==> config.mk <==
export PLATFORM = sky130hd
export DESIGN_NAME = coin_acceptor_flat
export DESIGN_NICKNAME = d
export VERILOG_FILES = /design/src/rtl/coin_pkg.sv /design/src/rtl/coin_acceptor_if.sv /design/src/rtl/sync_2ff.sv /design/src/rtl/coin_acceptor.sv /design/src/flat_wrapper.sv
export SDC_FILE = /design/constraint.sdc
export NUM_CORES = 1
export LEC_CHECK = 0
export CAP_MARGIN = 40
export CELL_PAD_IN_SITES_DETAIL_PLACEMENT = 1
export CELL_PAD_IN_SITES_GLOBAL_PLACEMENT = 1
export CORE_ASPECT_RATIO = 2
export CORE_MARGIN = 10
export CORE_UTILIZATION = 45
export CTS_CLUSTER_DIAMETER = 40
export CTS_CLUSTER_SIZE = 10
export DETAILED_ROUTE_END_ITERATION = 12
export PLACE_DENSITY = 0.87
export SLEW_MARGIN = 40
export SYNTH_ARGS = -nofsm -noshare
export SYNTH_HDL_FRONTEND = slang
export SYNTH_SLANG_ARGS = --single-unit
==> constraint.sdc <==
create_clock -name clk -period 2.39 [get_ports clk]
set_input_delay 0.478 -clock clk [delete_from_list [all_inputs] [get_ports clk]]
set_output_delay 0.478 -clock clk [all_outputs]
set_load 0.03 [all_outputs]
==> src/rtl/coin_pkg.sv <==
// rtl/coin_pkg.sv - shared types, coin values and value lookup for the coin acceptor
package coin_pkg;

    localparam int RS1  = 1;
    localparam int RS2  = 2;
    localparam int RS5  = 5;
    localparam int RS10 = 10;

    localparam int SENSE_RS1  = 0;
    localparam int SENSE_RS2  = 1;
    localparam int SENSE_RS5  = 2;
    localparam int SENSE_RS10 = 3;

    typedef enum logic [1:0] {
        IDLE     = 2'd0,
        DEBOUNCE = 2'd1,
        EMIT     = 2'd2,
        RELEASE  = 2'd3
    } acc_state_t;

    // Rupee value of a single-sensor pattern; anything that is not one-hot maps to 0
    function automatic logic [3:0] coin_lut(input logic [3:0] pat);
        logic [3:0] v;
        v = 4'd0;
        if (pat == (4'b0001 << SENSE_RS1))  v = 4'(RS1);
        if (pat == (4'b0001 << SENSE_RS2))  v = 4'(RS2);
        if (pat == (4'b0001 << SENSE_RS5))  v = 4'(RS5);
        if (pat == (4'b0001 << SENSE_RS10)) v = 4'(RS10);
        return v;
    endfunction

endpackage

==> src/rtl/coin_acceptor_if.sv <==
// rtl/coin_acceptor_if.sv - sensor/enable inputs and coin result outputs (audit ports under COIN_AUDIT_EN)
interface coin_acceptor_if #(
    parameter int VALUE_W = 4
);
    logic [3:0]         coin_sense;
    logic               enable;
    logic               coin_valid;
    logic [VALUE_W-1:0] coin_value;
    logic               coin_reject;
    logic               busy;
`ifdef COIN_AUDIT_EN
    logic [15:0]        audit_coins;
    logic [15:0]        audit_rejects;
`endif

    modport master (
        output coin_sense, enable,
`ifdef COIN_AUDIT_EN
        input  audit_coins, audit_rejects,
`endif
        input  coin_valid, coin_value, coin_reject, busy
    );

    modport slave (
        input  coin_sense, enable,
`ifdef COIN_AUDIT_EN
        output audit_coins, audit_rejects,
`endif
        output coin_valid, coin_value, coin_reject, busy
    );

endinterface

==> src/rtl/sync_2ff.sv <==
// rtl/sync_2ff.sv - two-flop synchroniser for a W-bit vector of independent async bits
module sync_2ff #(
    parameter int W = 1
) (
    input  logic         clk,
    input  logic         rst_n,
    input  logic [W-1:0] d_i,
    output logic [W-1:0] q_o
);

    logic [W-1:0] meta_q;
    logic [W-1:0] sync_q;

    // Two back-to-back flops give metastability a full cycle to resolve
    always_ff @(posedge clk or negedge rst_n) begin
        if (!rst_n) begin
            meta_q <= '0;
            sync_q <= '0;
        end else begin
            meta_q <= d_i;
            sync_q <= meta_q;
        end
    end

    assign q_o = sync_q;

endmodule

==> src/rtl/coin_acceptor.sv <==
// rtl/coin_acceptor.sv - debounces coin sensors and emits one valid/reject pulse per coin; COIN_AUDIT_EN adds audit counters
module coin_acceptor
    import coin_pkg::*;
#(
    parameter int DEBOUNCE_CYCLES = 1000,
    parameter int VALUE_W         = 4
) (
    input  logic            clk,
    input  logic            rst,
    coin_acceptor_if.slave  bus
);

    localparam int CNT_W = $clog2(DEBOUNCE_CYCLES);
    localparam logic [CNT_W-1:0] CNT_MAX  = '1;
    // Capture in IDLE is the first stable sample, so DEBOUNCE needs D-1 more
    localparam logic [CNT_W-1:0] CNT_EMIT = CNT_W'(DEBOUNCE_CYCLES - 2);
    localparam logic [CNT_W-1:0] CNT_LAST = CNT_W'(DEBOUNCE_CYCLES - 1);

    logic [3:0]         s;
    acc_state_t         state_q, state_d;
    logic [CNT_W-1:0]   cnt_q, cnt_d, cnt_inc;
    logic [3:0]         pat_q, pat_d;
    logic               valid_q, valid_d;
    logic               reject_q, reject_d;
    logic [VALUE_W-1:0] value_q, value_d;
    logic               busy_q;

    sync_2ff #(.W(4)) u_sync (
        .clk   (clk),
        .rst_n (rst),
        .d_i   (bus.coin_sense),
        .q_o   (s)
    );

    // State, counter, captured pattern and registered outputs
    always_ff @(posedge clk or negedge rst) begin
        if (!rst) begin
            state_q  <= IDLE;
            cnt_q    <= '0;
            pat_q    <= '0;
            valid_q  <= 1'b0;
            reject_q <= 1'b0;
            value_q  <= '0;
            busy_q   <= 1'b0;
        end else begin
            state_q  <= state_d;
            cnt_q    <= cnt_d;
            pat_q    <= pat_d;
            valid_q  <= valid_d;
            reject_q <= reject_d;
            value_q  <= value_d;
            busy_q   <= (state_d != IDLE);
        end
    end

    // Next state; the pulse is decided on entry to EMIT so it is visible during EMIT
    always_comb begin
        state_d  = state_q;
        cnt_d    = cnt_q;
        pat_d    = pat_q;
        valid_d  = 1'b0;
        reject_d = 1'b0;
        value_d  = '0;
        cnt_inc  = (cnt_q == CNT_MAX) ? cnt_q : cnt_q + CNT_W'(1);
        unique case (state_q)
            IDLE: begin
                if (s != 4'd0) begin
                    pat_d   = s;
                    cnt_d   = '0;
                    state_d = DEBOUNCE;
                end
            end
            DEBOUNCE: begin
                if (s != pat_q) begin
                    state_d = IDLE;
                end else if (cnt_q == CNT_EMIT) begin
                    state_d = EMIT;
                    if ($onehot(pat_q) && bus.enable) begin
                        valid_d = 1'b1;
                        value_d = VALUE_W'(coin_lut(pat_q));
                    end else begin
                        reject_d = 1'b1;
                    end
                end else begin
                    cnt_d = cnt_inc;
                end
            end
            EMIT: begin
                state_d = RELEASE;
                cnt_d   = '0;
            end
            RELEASE: begin
                if (s != 4'd0) begin
                    cnt_d = '0;
                end else if (cnt_q == CNT_LAST) begin
                    state_d = IDLE;
                end else begin
                    cnt_d = cnt_inc;
                end
            end
            default: state_d = IDLE;
        endcase
    end

    assign bus.coin_valid  = valid_q;
    assign bus.coin_reject = reject_q;
    assign bus.coin_value  = value_q;
    assign bus.busy        = busy_q;

`ifdef COIN_AUDIT_EN
    logic [15:0] audit_coins_q;
    logic [15:0] audit_rejects_q;

    // Saturating pulse counters, cleared only by reset
    always_ff @(posedge clk or negedge rst) begin
        if (!rst) begin
            audit_coins_q   <= '0;
            audit_rejects_q <= '0;
        end else begin
            if (valid_q && audit_coins_q != 16'hFFFF)
                audit_coins_q <= audit_coins_q + 16'd1;
            if (reject_q && audit_rejects_q != 16'hFFFF)
                audit_rejects_q <= audit_rejects_q + 16'd1;
        end
    end

    assign bus.audit_coins   = audit_coins_q;
    assign bus.audit_rejects = audit_rejects_q;
`endif

endmodule
==> src/flat_wrapper.sv <==
// flat-port wrapper written by rule: the top's interface ports become plain ports
module coin_acceptor_flat import coin_pkg::*;
#(
    parameter int DEBOUNCE_CYCLES = 1000,
    parameter int VALUE_W         = 4
)
  (clk, rst, bus_coin_sense, bus_enable, bus_coin_valid, bus_coin_value, bus_coin_reject, bus_busy);
  coin_acceptor_if #(.VALUE_W(VALUE_W)) bus_i ();
  input  logic clk;
  input  logic rst;
  input wire logic [$bits(bus_i.coin_sense)-1:0] bus_coin_sense;
  input wire logic [$bits(bus_i.enable)-1:0] bus_enable;
  output wire logic [$bits(bus_i.coin_valid)-1:0] bus_coin_valid;
  output wire logic [$bits(bus_i.coin_value)-1:0] bus_coin_value;
  output wire logic [$bits(bus_i.coin_reject)-1:0] bus_coin_reject;
  output wire logic [$bits(bus_i.busy)-1:0] bus_busy;
  assign bus_i.coin_sense = bus_coin_sense;
  assign bus_i.enable = bus_enable;
  assign bus_coin_valid = bus_i.coin_valid;
  assign bus_coin_value = bus_i.coin_value;
  assign bus_coin_reject = bus_i.coin_reject;
  assign bus_busy = bus_i.busy;
  coin_acceptor #(.DEBOUNCE_CYCLES(DEBOUNCE_CYCLES), .VALUE_W(VALUE_W)) u_core (.clk(clk), .rst(rst), .bus(bus_i));
endmodule
==> results of run 1 <==
==> worst max path at each step <==
stage                                to            start  slack [ps]  cells after the start
2_1_floorplan  u_core.bus.coin_value[0]  u_core.pat_q[0]         210                      8
3_3_place_gp   u_core.bus.coin_value[0]  u_core.pat_q[2]         200                      8
3_5_place_dp   u_core.bus.coin_value[0]  u_core.pat_q[1]          10                      8
4_1_cts        u_core.bus.coin_value[0]  u_core.pat_q[1]          50                      8
5_1_grt        u_core.bus.coin_value[0]  u_core.pat_q[2]         -80                      8
6_report       u_core.bus.coin_value[2]  u_core.pat_q[2]         120                      7
==> final cells by class <==
class | count | area (µm²)
Inverter | 11 | 41.3
Fill cell | 389 | 1550
Multi-Input combinational cell | 111 | 851
Sequential cell | 31 | 776
Clock inverter | 1 | 5.00
Timing Repair Buffer | 22 | 198
Tap cell | 49 | 61.3
Clock buffer | 6 | 82.6
==> placed cells by master (no fill, tap or decap), drive strengths merged, types with 5 or more instances in the layout <==
cell            n
clkbuf          6
nor2            5
clkdlybuf4s50  13
inv            11
nand4           5
ha             11
nand2          27
buf             9
o21ai           6
nand2b          5
mux2i           6
a21oi           9
nand3           6
dfrtp          31
==> registers in the layout, indices dropped and copies added, names as in the netlist <==
signal / cells
u_core.bus.coin_valid: 1
u_core.u_sync.q_o: 4
u_core.state_q: 2
u_core.bus.coin_value: 4
u_core.bus.busy: 1
u_core.cnt_q: 10
u_core.pat_q: 4
u_core.u_sync.meta_q: 4
u_core.bus.coin_reject: 1
==> power by group <==
part	switching [mW]	leakage (nW)	total, mW	internal (mW)
clock	0.186	0.0470	0.411	0.225
sequential	0.0584	0.401	0.655	0.597
combinational	0.535	0.471	0.976	0.440
==> worst max-delay path: cells and delay by family, from the launching register on <==
family        cells  cell delay (ps)
buf+inv           1              120
simple gates      3              780
flops             1              390
fa+ha+maj         3              890
==> synthesized netlist by cell type (3+ instances only) <==
| cell | instances |
|---|---|
| dfrtp_1 | 31 |
| nand2_1 | 27 |
| ha_1 | 11 |
| inv_1 | 11 |
| a21oi_1 | 9 |
| mux2i_1 | 6 |
| nand3_1 | 6 |
| nand2b_1 | 5 |
| nand4_1 | 5 |
| nor2_1 | 5 |
| o22a_1 | 4 |
| xor2_1 | 4 |
| o21ai_0 | 3 |
==> routing by layer <==
| metal | routed length (µm) | part of all wire | track usage |
|---|---|---|---|
| met3 | 108 | 0.027 | 0.0255 |
| met2 | 2340 | 0.59 | 0.251 |
| met1 | 1400 | 0.35 | 0.107 |
| met4 | 99 | 0.025 | 0.0595 |
| met5 | 0 | 0 | 0 |
==> through the flow <==
stage / worst slack (ps) / cells / power, mW
2_1_floorplan: 215 / 156 / 1.20
3_3_place_gp: 200 / 221 / 1.39
3_5_place_dp: 11.1 / 221 / 1.46
4_1_cts: 46.3 / 228 / 1.91
5_1_grt: -78.4 / 231 / 2.19
6_report: 119 / 231 / 2.04
==> cells by family (layout without fill, tap and decap cells) <==
group | after synthesis | in the layout | synth area share
buf+inv | 14 | 40 | 0.0395
simple gates | 63 | 63 | 0.229
flops | 31 | 31 | 0.470
mux | 6 | 6 | 0.0364
fa+ha+maj | 12 | 12 | 0.0956
xor+xnor | 4 | 4 | 0.0212
compound gates | 26 | 26 | 0.108
==> what timing repair did <==
| action | in CTS | in global routing |
|---|---|---|
| hold buffers | 0 | 0 |
| hold endpoints to repair | 0 | 0 |
| endpoints found under the setup margin | 2 | 4 |
| buffers inserted | 0 | 3 |
| resized for setup | 1 | 7 |
| pin swaps | 0 | 5 |
==> impl_metrics.py, run 1 <==
metrics = {
    "cts": {
        "cts_root_buffer_type": "clkbuf_8",
        "worst_setup_hold_path_clk_slew_ps": 60,
        "clock_tree.htree_level_count": 2,
        "cts.sink_count": 31,
        "cts_tree": "yes",
        "clk_path_buf_depth": 2,
        "clock_insertion_delay_worst_skew_ps": 280,
        "tritoncts.num_buffers": 5,
    },
    "timing": {
        "fin_tns_setup_ps": 0,
        "report.final.slew_viol_count": 0,
        "post-route-period-util": 0.950,
        "layout_min_cycle_time_ps": 2270,
        "final_skew_ps": 6.29,
        "hold_ws_ps": 344,
        "setup_viol": 0,
        "hold_violations": 0,
        "worst-slew-pin-transition_ps": 502,
        "max-slew-margin-rel": 0.663,
        "fmax_ghz": 0.440,
    },
    "worst_setup_path": {
        "crit_slowest_cell": "fa_1",
        "worstSetupPathType": "reg -> reg",
        "endpoint_type_of_the_worst_setup_path": "register",
        "worstPathCellList": "inv_1 -> ha_4 -> ha_2 -> fa_1 -> nor4bb_4 -> nand4_1 -> nor3_1",
        "critical_path.reg2reg.endpoint": "u_core.bus.coin_value[2]",
        "r2r_start": "u_core.pat_q[2]",
        "cp.arrival_ps": 2460,
        "path_max_fanout": 4,
        "critical_path_required_ps": 2580,
        "reg2reg_slack_ps": 120,
        "depth_of_the_worst_register_to_register_path": 7,
        "timing.critical_path.slowest_cell_delay_ps": 490,
        "start_kind": "register",
    },
    "grt": {
        "grt_pass1_vias": 1422,
        "grt.total_usage": 0.123,
        "gr-total-overflow": 0,
        "antenna_found_initial": 0,
        "grt_max_degree": 32,
        "grt_first_pass_wirelength_um": 6610,
    },
    "route": {
        "firstDrtPassIters": 4,
        "route.antenna.remaining_nets": 0,
        "wl_per_cell_um": 17.1,
        "drc_errors": 0,
        "postRouteWirelength_um": 3950,
        "first_iter_violations": 28,
        "dr_total_vias": 1259,
        "vias_per_cell": 5.45,
    },
    "synthesis": {
        "yosys.area.top_type": "dfrtp_1",
        "yosysWarningCount": 0,
        "portion_of_synthesized_cell_area_occupied_by_the_leading_cell_type": 0.470,
        "synth_seq_cells": 31,
        "syn-mean-instance-area_um2": 10.6,
        "async_reset_ff_frac": 1.00,
        "synthCells": 156,
        "synth_top_cells_by_area": "dfrtp_1 47%, ha_1 8.3%, nand2_1 6.1%",
        "count_of_flip_flops_with_a_built_in_enable_after_synthesis": 0,
        "mappedNetlistArea_um2": 1650,
        "yosys.cell_types.count": 35,
        "synth.net_count": 175,
        "ys_dominant_reg_cell": "dfrtp_1",
        "synth_seq_area_share": 0.470,
    },
    "die": {
        "floorplan.die_area_um2": 6630,
        "die_w_um": 62.8,
        "io-pin-count": 14,
        "row_count": 31,
        "dieHeight_um": 106,
        "initial_utilization": 0.462,
        "core_region_area_um2": 3570,
    },
    "final_layout": {
        "areaGrowthSynthToFinish_pct": 22.2,
        "postLayoutCoreUtil": 0.565,
        "final_area_um2": 2010,
        "layout.nets": 201,
        "number_of_diodes": 0,
        "drive_gt1_frac": 0.176,
    },
    "pwr": {
        "max-vdd-ir-drop_mv": 0.641,
        "leakage_nw": 0.919,
        "power_density_nw_per_um2": 1010,
    },
    "hold_path": {
        "hold_path.startpoint": "u_core.u_sync.meta_q[2]",
        "hold_path_depth": 0,
        "min_to": "u_core.u_sync.q_o[2]",
        "min_path_type": "reg -> reg",
    },
    "job": {
        "maxCapViolations": 0,
    },
    "placed_design": {
        "placement.io_buffers": 13,
        "detailed_place_hpwl_um": 3000,
        "finalWeightedCongestion": 0.828,
        "post_dp_cell_area_um2": 1860,
    },
    "outcome": {
        "run_status": "finished clean",
    },
}
(Power assumes the default switching activity.)
==> inputs of run 2 (changes only) <==
==> constraint.sdc (replaced) <==
create_clock -name clk -period 2.4 [get_ports clk]
set_input_delay 0.48 -clock clk [delete_from_list [all_inputs] [get_ports clk]]
set_output_delay 0.48 -clock clk [all_outputs]
set_load 0.03 [all_outputs]
==> run 2 against run 1 <==
Against the previous run: setup slack better by 14 ps; clock power barely moved; critical path depth rose by 1; global-route usage unchanged; utilization shrank 0.35 points; worst hold slack is essentially flat; cell area down 0.62%; total power shrank 1.2%; register-to-register slack hardly changed; clock skew about the same; largest power group unchanged; highest routed layer unchanged.
==> impl_metrics.py, run 2 (same netlist as run 1, synthesis figures left out) <==
metrics = {
    "final_layout": {
        "mostFrequentLayoutCell": "dfrtp_1",
        "seq_cell_area_um2": 776,
        "areaGrowthSynthToFinish_pct": 21.4,
        "postLayoutCoreUtil": 0.561,
        "stdcell_count": 231,
        "drive_gt1_frac": 0.170,
        "largest_register_ffs": 10,
        "footprint_of_the_multi_input_gates_um2": 838,
        "top_register": "u_core.cnt_q",
        "layout.filler_cells": 392,
        "layout.nets": 201,
        "commonest_cells_after_routing_fill_and_taps_aside": "31 x dfrtp_1, 27 x nand2_1, 13 x clkdlybuf4s50_1",
        "number_of_diodes": 0,
    },
    "worst_setup_path": {
        "worstSetupPathType": "reg -> reg",
        "critical_path_required_ps": 2620,
        "critical_path.reg2reg.endpoint": "u_core.bus.coin_value[0]",
        "start_kind": "register",
        "timing.critical_path.slowest_cell_delay_ps": 490,
        "r2r_start": "u_core.pat_q[0]",
        "crit_slowest_cell": "fa_1",
        "depth_of_the_worst_register_to_register_path": 8,
        "reg2reg_slack_ps": 130,
        "endpoint_type_of_the_worst_setup_path": "register",
        "worstPathCellList": "inv_2 -> ha_1 -> ha_2 -> fa_1 -> nor4bb_4 -> nand4_1 -> inv_1 -> and3_1",
        "cp.arrival_ps": 2490,
        "path_max_fanout": 4,
        "cp_num_buf_inv": 2,
        "path_delay_family": "adder cells",
    },
    "timing": {
        "hold_ws_ps": 344,
        "worst-slew-pin-transition_ps": 504,
        "max-slew-margin-rel": 0.662,
        "report.final.slew_viol_count": 0,
        "fmax_ghz": 0.441,
        "hold_violations": 0,
        "post-route-period-util": 0.944,
        "fin_tns_setup_ps": 0,
        "setup_viol": 0,
        "layout_min_cycle_time_ps": 2270,
        "final_skew_ps": 6.53,
    },
    "die": {
        "row_count": 31,
        "floorplan.die_area_um2": 6630,
        "initial_utilization": 0.462,
        "die_w_um": 62.8,
        "io-pin-count": 14,
        "core_region_area_um2": 3570,
        "dieHeight_um": 106,
    },
    "hold_path": {
        "min_path_type": "reg -> reg",
        "hold_path_depth": 0,
        "min_to": "u_core.u_sync.q_o[2]",
        "hold_path.startpoint": "u_core.u_sync.meta_q[2]",
    },
    "pwr": {
        "max-vdd-ir-drop_mv": 0.641,
        "power_density_nw_per_um2": 1010,
        "post-layout-total-power_mw": 2.02,
        "leakage_nw": 0.919,
    },
    "route": {
        "vias_per_cell": 5.44,
        "dr_total_vias": 1257,
        "wl_per_cell_um": 17.2,
        "firstDrtPassIters": 4,
        "first_iter_violations": 27,
        "drc_errors": 0,
        "route.antenna.remaining_nets": 0,
        "postRouteWirelength_um": 3980,
    },
    "grt": {
        "gr-total-overflow": 0,
        "grt_first_pass_wirelength_um": 6610,
        "grt_max_degree": 32,
        "antenna_found_initial": 0,
        "grt_pass1_vias": 1422,
        "grt.total_usage": 0.123,
    },
    "cts": {
        "clock_insertion_delay_worst_skew_ps": 280,
        "worst_setup_hold_path_clk_slew_ps": 60,
        "cts.sink_count": 31,
        "cts_root_buffer_type": "clkbuf_8",
        "clk_path_buf_depth": 2,
        "tritoncts.num_buffers": 5,
        "cts_tree": "yes",
        "cts.hold.buffers_added": 0,
        "clock_tree.htree_level_count": 2,
    },
    "placed_design": {
        "placement.io_buffers": 13,
        "detailed_place_hpwl_um": 3000,
        "finalWeightedCongestion": 0.828,
        "post-place-cells": 221,
    },
    "outcome": {
        "run_status": "finished clean",
    },
    "job": {
        "maxCapViolations": 0,
    },
}
-- run 2: area by class of cell --
class,instances,area share
clock buffer,6,0.0413
clock inverter,1,0.00250
inverter,11,0.0206
multi-input combinational,111,0.419
sequential,31,0.388
tap,49,0.0306
timing repair buffer,22,0.0988
-- run 2: how the worst max path moves through the flow --
stage,startpoint,endpoint,slack [ps],cells after the start
after floorplan,u_core.pat_q[0],u_core.bus.coin_value[0],220,8
after global placement,u_core.pat_q[2],u_core.bus.coin_value[0],210,8
after detailed placement,u_core.pat_q[1],u_core.bus.coin_value[0],20,8
after CTS,u_core.pat_q[1],u_core.bus.coin_value[0],60,8
after global routing,u_core.pat_q[2],u_core.bus.coin_value[0],-60,8
final,u_core.pat_q[0],u_core.bus.coin_value[0],130,8
-- run 2: layer usage --
metal / wire [µm] / GRT usage / vias to the layer above
met3: 108 / 0.0255 / 10
met1: 1390 / 0.107 / 636
met2: 2380 / 0.251 / 18
met5: 0 / 0 / -
met4: 99 / 0.0595 / 0
li1: - / - / 593
-- run 2: through the flow --
step | setup WS, ps | instance area, µm²
global placement | 210 | 1860
floorplan | 225 | 1650
finish | 133 | 2000
detailed placement | 21.1 | 1860
CTS | 56.3 | 1960
global route | -55.7 | 2000
-- run 2: repair_timing --
action                     in CTS  in global routing
setup endpoints to repair       1                  4
setup buffers                   0                  3
gates resized for setup         1                  6
pin swaps                       0                  4
-- run 2: where the power goes --
part / internal [mW] / switching [mW]
Clock: 0.224 / 0.185
Sequential: 0.594 / 0.0600
Combinational: 0.427 / 0.526
==> inputs of run 3 (changes only) <==
--- a/config.mk
+++ b/config.mk
@@ -14,6 +14,7 @@
 export CTS_CLUSTER_DIAMETER = 40
 export CTS_CLUSTER_SIZE = 10
 export DETAILED_ROUTE_END_ITERATION = 12
+export MAX_ROUTING_LAYER = met4
 export PLACE_DENSITY = 0.87
 export SLEW_MARGIN = 40
 export SYNTH_ARGS = -nofsm -noshare
==> run 3 against run 2 <==
Against the previous run: worst hold slack better by 1.6 ps; global-route usage grew 0.35 points; combinational power is essentially flat; largest cell class unchanged; sequential power about the same; total power shrank 0.27%; sequential share of layout area unchanged; non-clock buffer count unchanged; sequential cell count stayed put; maximum frequency about the same; critical path type unchanged; clock skew is essentially flat; utilization stayed put.
==> impl_metrics.py, run 3 (same netlist as run 1, synthesis figures left out) <==
metrics = {
    "outcome": {
        "run_status": "finished clean",
    },
    "cts": {
        "cts_root_buffer_type": "clkbuf_8",
        "tritoncts.num_buffers": 5,
        "clk_path_buf_depth": 2,
        "cts.sink_count": 31,
        "worst_setup_hold_path_clk_slew_ps": 70,
        "cts_tree": "yes",
        "clock_tree.htree_level_count": 2,
        "clock_insertion_delay_worst_skew_ps": 280,
    },
    "final_layout": {
        "footprint_of_the_multi_input_gates_um2": 838,
        "top_register": "u_core.cnt_q",
        "areaGrowthSynthToFinish_pct": 21.4,
        "layout.filler_cells": 392,
        "largest_register_ffs": 10,
        "layout.nets": 201,
        "mostFrequentLayoutCell": "dfrtp_1",
        "commonest_cells_after_routing_fill_and_taps_aside": "31 x dfrtp_1, 27 x nand2_1, 13 x clkdlybuf4s50_1",
        "drive_gt1_frac": 0.170,
        "number_of_diodes": 0,
        "postLayoutCoreUtil": 0.561,
        "seq_cell_area_um2": 776,
    },
    "route": {
        "firstDrtPassIters": 4,
        "dr_total_vias": 1263,
        "postRouteWirelength_um": 3950,
        "drc_errors": 0,
        "first_iter_violations": 33,
        "wl_per_cell_um": 17.1,
        "vias_per_cell": 5.47,
        "route.antenna.remaining_nets": 0,
    },
    "worst_setup_path": {
        "r2r_start": "u_core.pat_q[0]",
        "timing.critical_path.slowest_cell_delay_ps": 490,
        "worstPathCellList": "inv_2 -> ha_1 -> ha_2 -> fa_1 -> nor4bb_4 -> nand4_1 -> inv_1 -> and3_1",
        "cp.arrival_ps": 2490,
        "worstSetupPathType": "reg -> reg",
        "crit_slowest_cell": "fa_1",
        "start_kind": "register",
        "endpoint_type_of_the_worst_setup_path": "register",
        "critical_path.startpoint": "u_core.pat_q[0]",
        "path_max_fanout": 4,
        "critical_path_required_ps": 2620,
        "reg2reg_slack_ps": 130,
    },
    "timing": {
        "report.final.slew_viol_count": 0,
        "hold_violations": 0,
        "fin_tns_setup_ps": 0,
        "final_skew_ps": 7.02,
        "setup_viol": 0,
        "worst-slew-pin-transition_ps": 496,
        "hold_ws_ps": 346,
        "layout_min_cycle_time_ps": 2270,
        "post-route-period-util": 0.944,
        "fmax_ghz": 0.441,
        "max-slew-margin-rel": 0.667,
    },
    "die": {
        "floorplan.die_area_um2": 6630,
        "core_region_area_um2": 3570,
        "row_count": 31,
        "io-pin-count": 14,
        "initial_utilization": 0.462,
        "dieHeight_um": 106,
        "die_w_um": 62.8,
    },
    "placed_design": {
        "finalWeightedCongestion": 0.841,
        "placement.io_buffers": 13,
        "detailed_place_hpwl_um": 3000,
    },
    "pwr": {
        "leakage_nw": 0.919,
        "comb_power_share": 0.473,
        "clock_power_share": 0.202,
        "p_switching_mw": 0.766,
        "share_seq_of_total_power": 0.325,
        "max-vdd-ir-drop_mv": 0.639,
        "switching_share": 0.381,
        "power_density_nw_per_um2": 1000,
        "cell_internal_pwr_mw": 1.25,
    },
    "grt": {
        "grt_first_pass_wirelength_um": 6620,
        "grt.total_usage": 0.127,
        "gr-total-overflow": 0,
        "grt_pass1_vias": 1419,
        "grt_max_degree": 32,
        "antenna_found_initial": 0,
    },
    "job": {
        "maxCapViolations": 0,
    },
    "hold_path": {
        "hold_path.startpoint": "u_core.u_sync.meta_q[2]",
        "min_path_type": "reg -> reg",
    },
}
run 3: cell counts in the layout (fill, tap and decap cells not counted):
No cell type changed its count.
run 3: repair_timing:
| item | CTS | global route |
|---|---|---|
| gates resized for setup | 1 | 6 |
| setup buffers | 0 | 3 |
| pin swaps | 0 | 4 |
| hold buffers | 0 | 0 |
| endpoints found under the setup margin | 1 | 4 |
run 3: worst paths after layout:
check                                      endpoint  cells after the start
max                        u_core.bus.coin_value[0]                      8
min                            u_core.u_sync.q_o[2]                      0
max reg2reg                u_core.bus.coin_value[0]                      8
min reg2reg                    u_core.u_sync.q_o[2]                      0
max in group asynchronous   u_core.u_sync.meta_q[2]                      2
min in group asynchronous           u_core.cnt_q[6]                      2
run 3: worst max-delay path: cells and delay by family (launching register included):
kind,cells,cell delay (ps)
AND/OR/NAND/NOR,3,670
adder cells (fa/ha/maj),3,980
buffers and inverters,2,180
flip-flops,1,370
run 3: routing by layer:
metal  GRT usage  vias to the layer above  share of wire
li1            -                      593              -
met1       0.107                      646           0.35
met4      0.0595                        0          0.018
met5           -                        -              0
met3      0.0255                        8          0.027
met2       0.250                       16           0.60
run 3: cell type report:
class / count / area share
clock buffer: 6 / 0.0413
inverter: 11 / 0.0206
clock inverter: 1 / 0.00250
sequential: 31 / 0.388
multi-input combinational: 111 / 0.419
tap: 49 / 0.0306
timing repair buffer: 22 / 0.0988
run 3: metrics by stage:
step                      power, mW  instances  setup slack, ps  area, µm²
after detailed placement       1.46        221             21.1       1860
after floorplan                1.20        156              225       1650
after global placement         1.39        221              210       1860
after CTS                      1.90        228             56.3       1960
final                          2.01        231              134       2000
after global routing           2.16        231            -55.6       2000
run 3: power groups by stage:
stage          clock network [mW]  registers (mW)  logic [mW]
6_report                    0.407           0.654       0.951
5_1_grt                     0.433           0.666        1.06
3_5_place_dp                    0           0.658       0.799
4_1_cts                     0.417           0.649       0.832
2_1_floorplan                   0           0.689       0.506
3_3_place_gp                    0           0.649       0.738
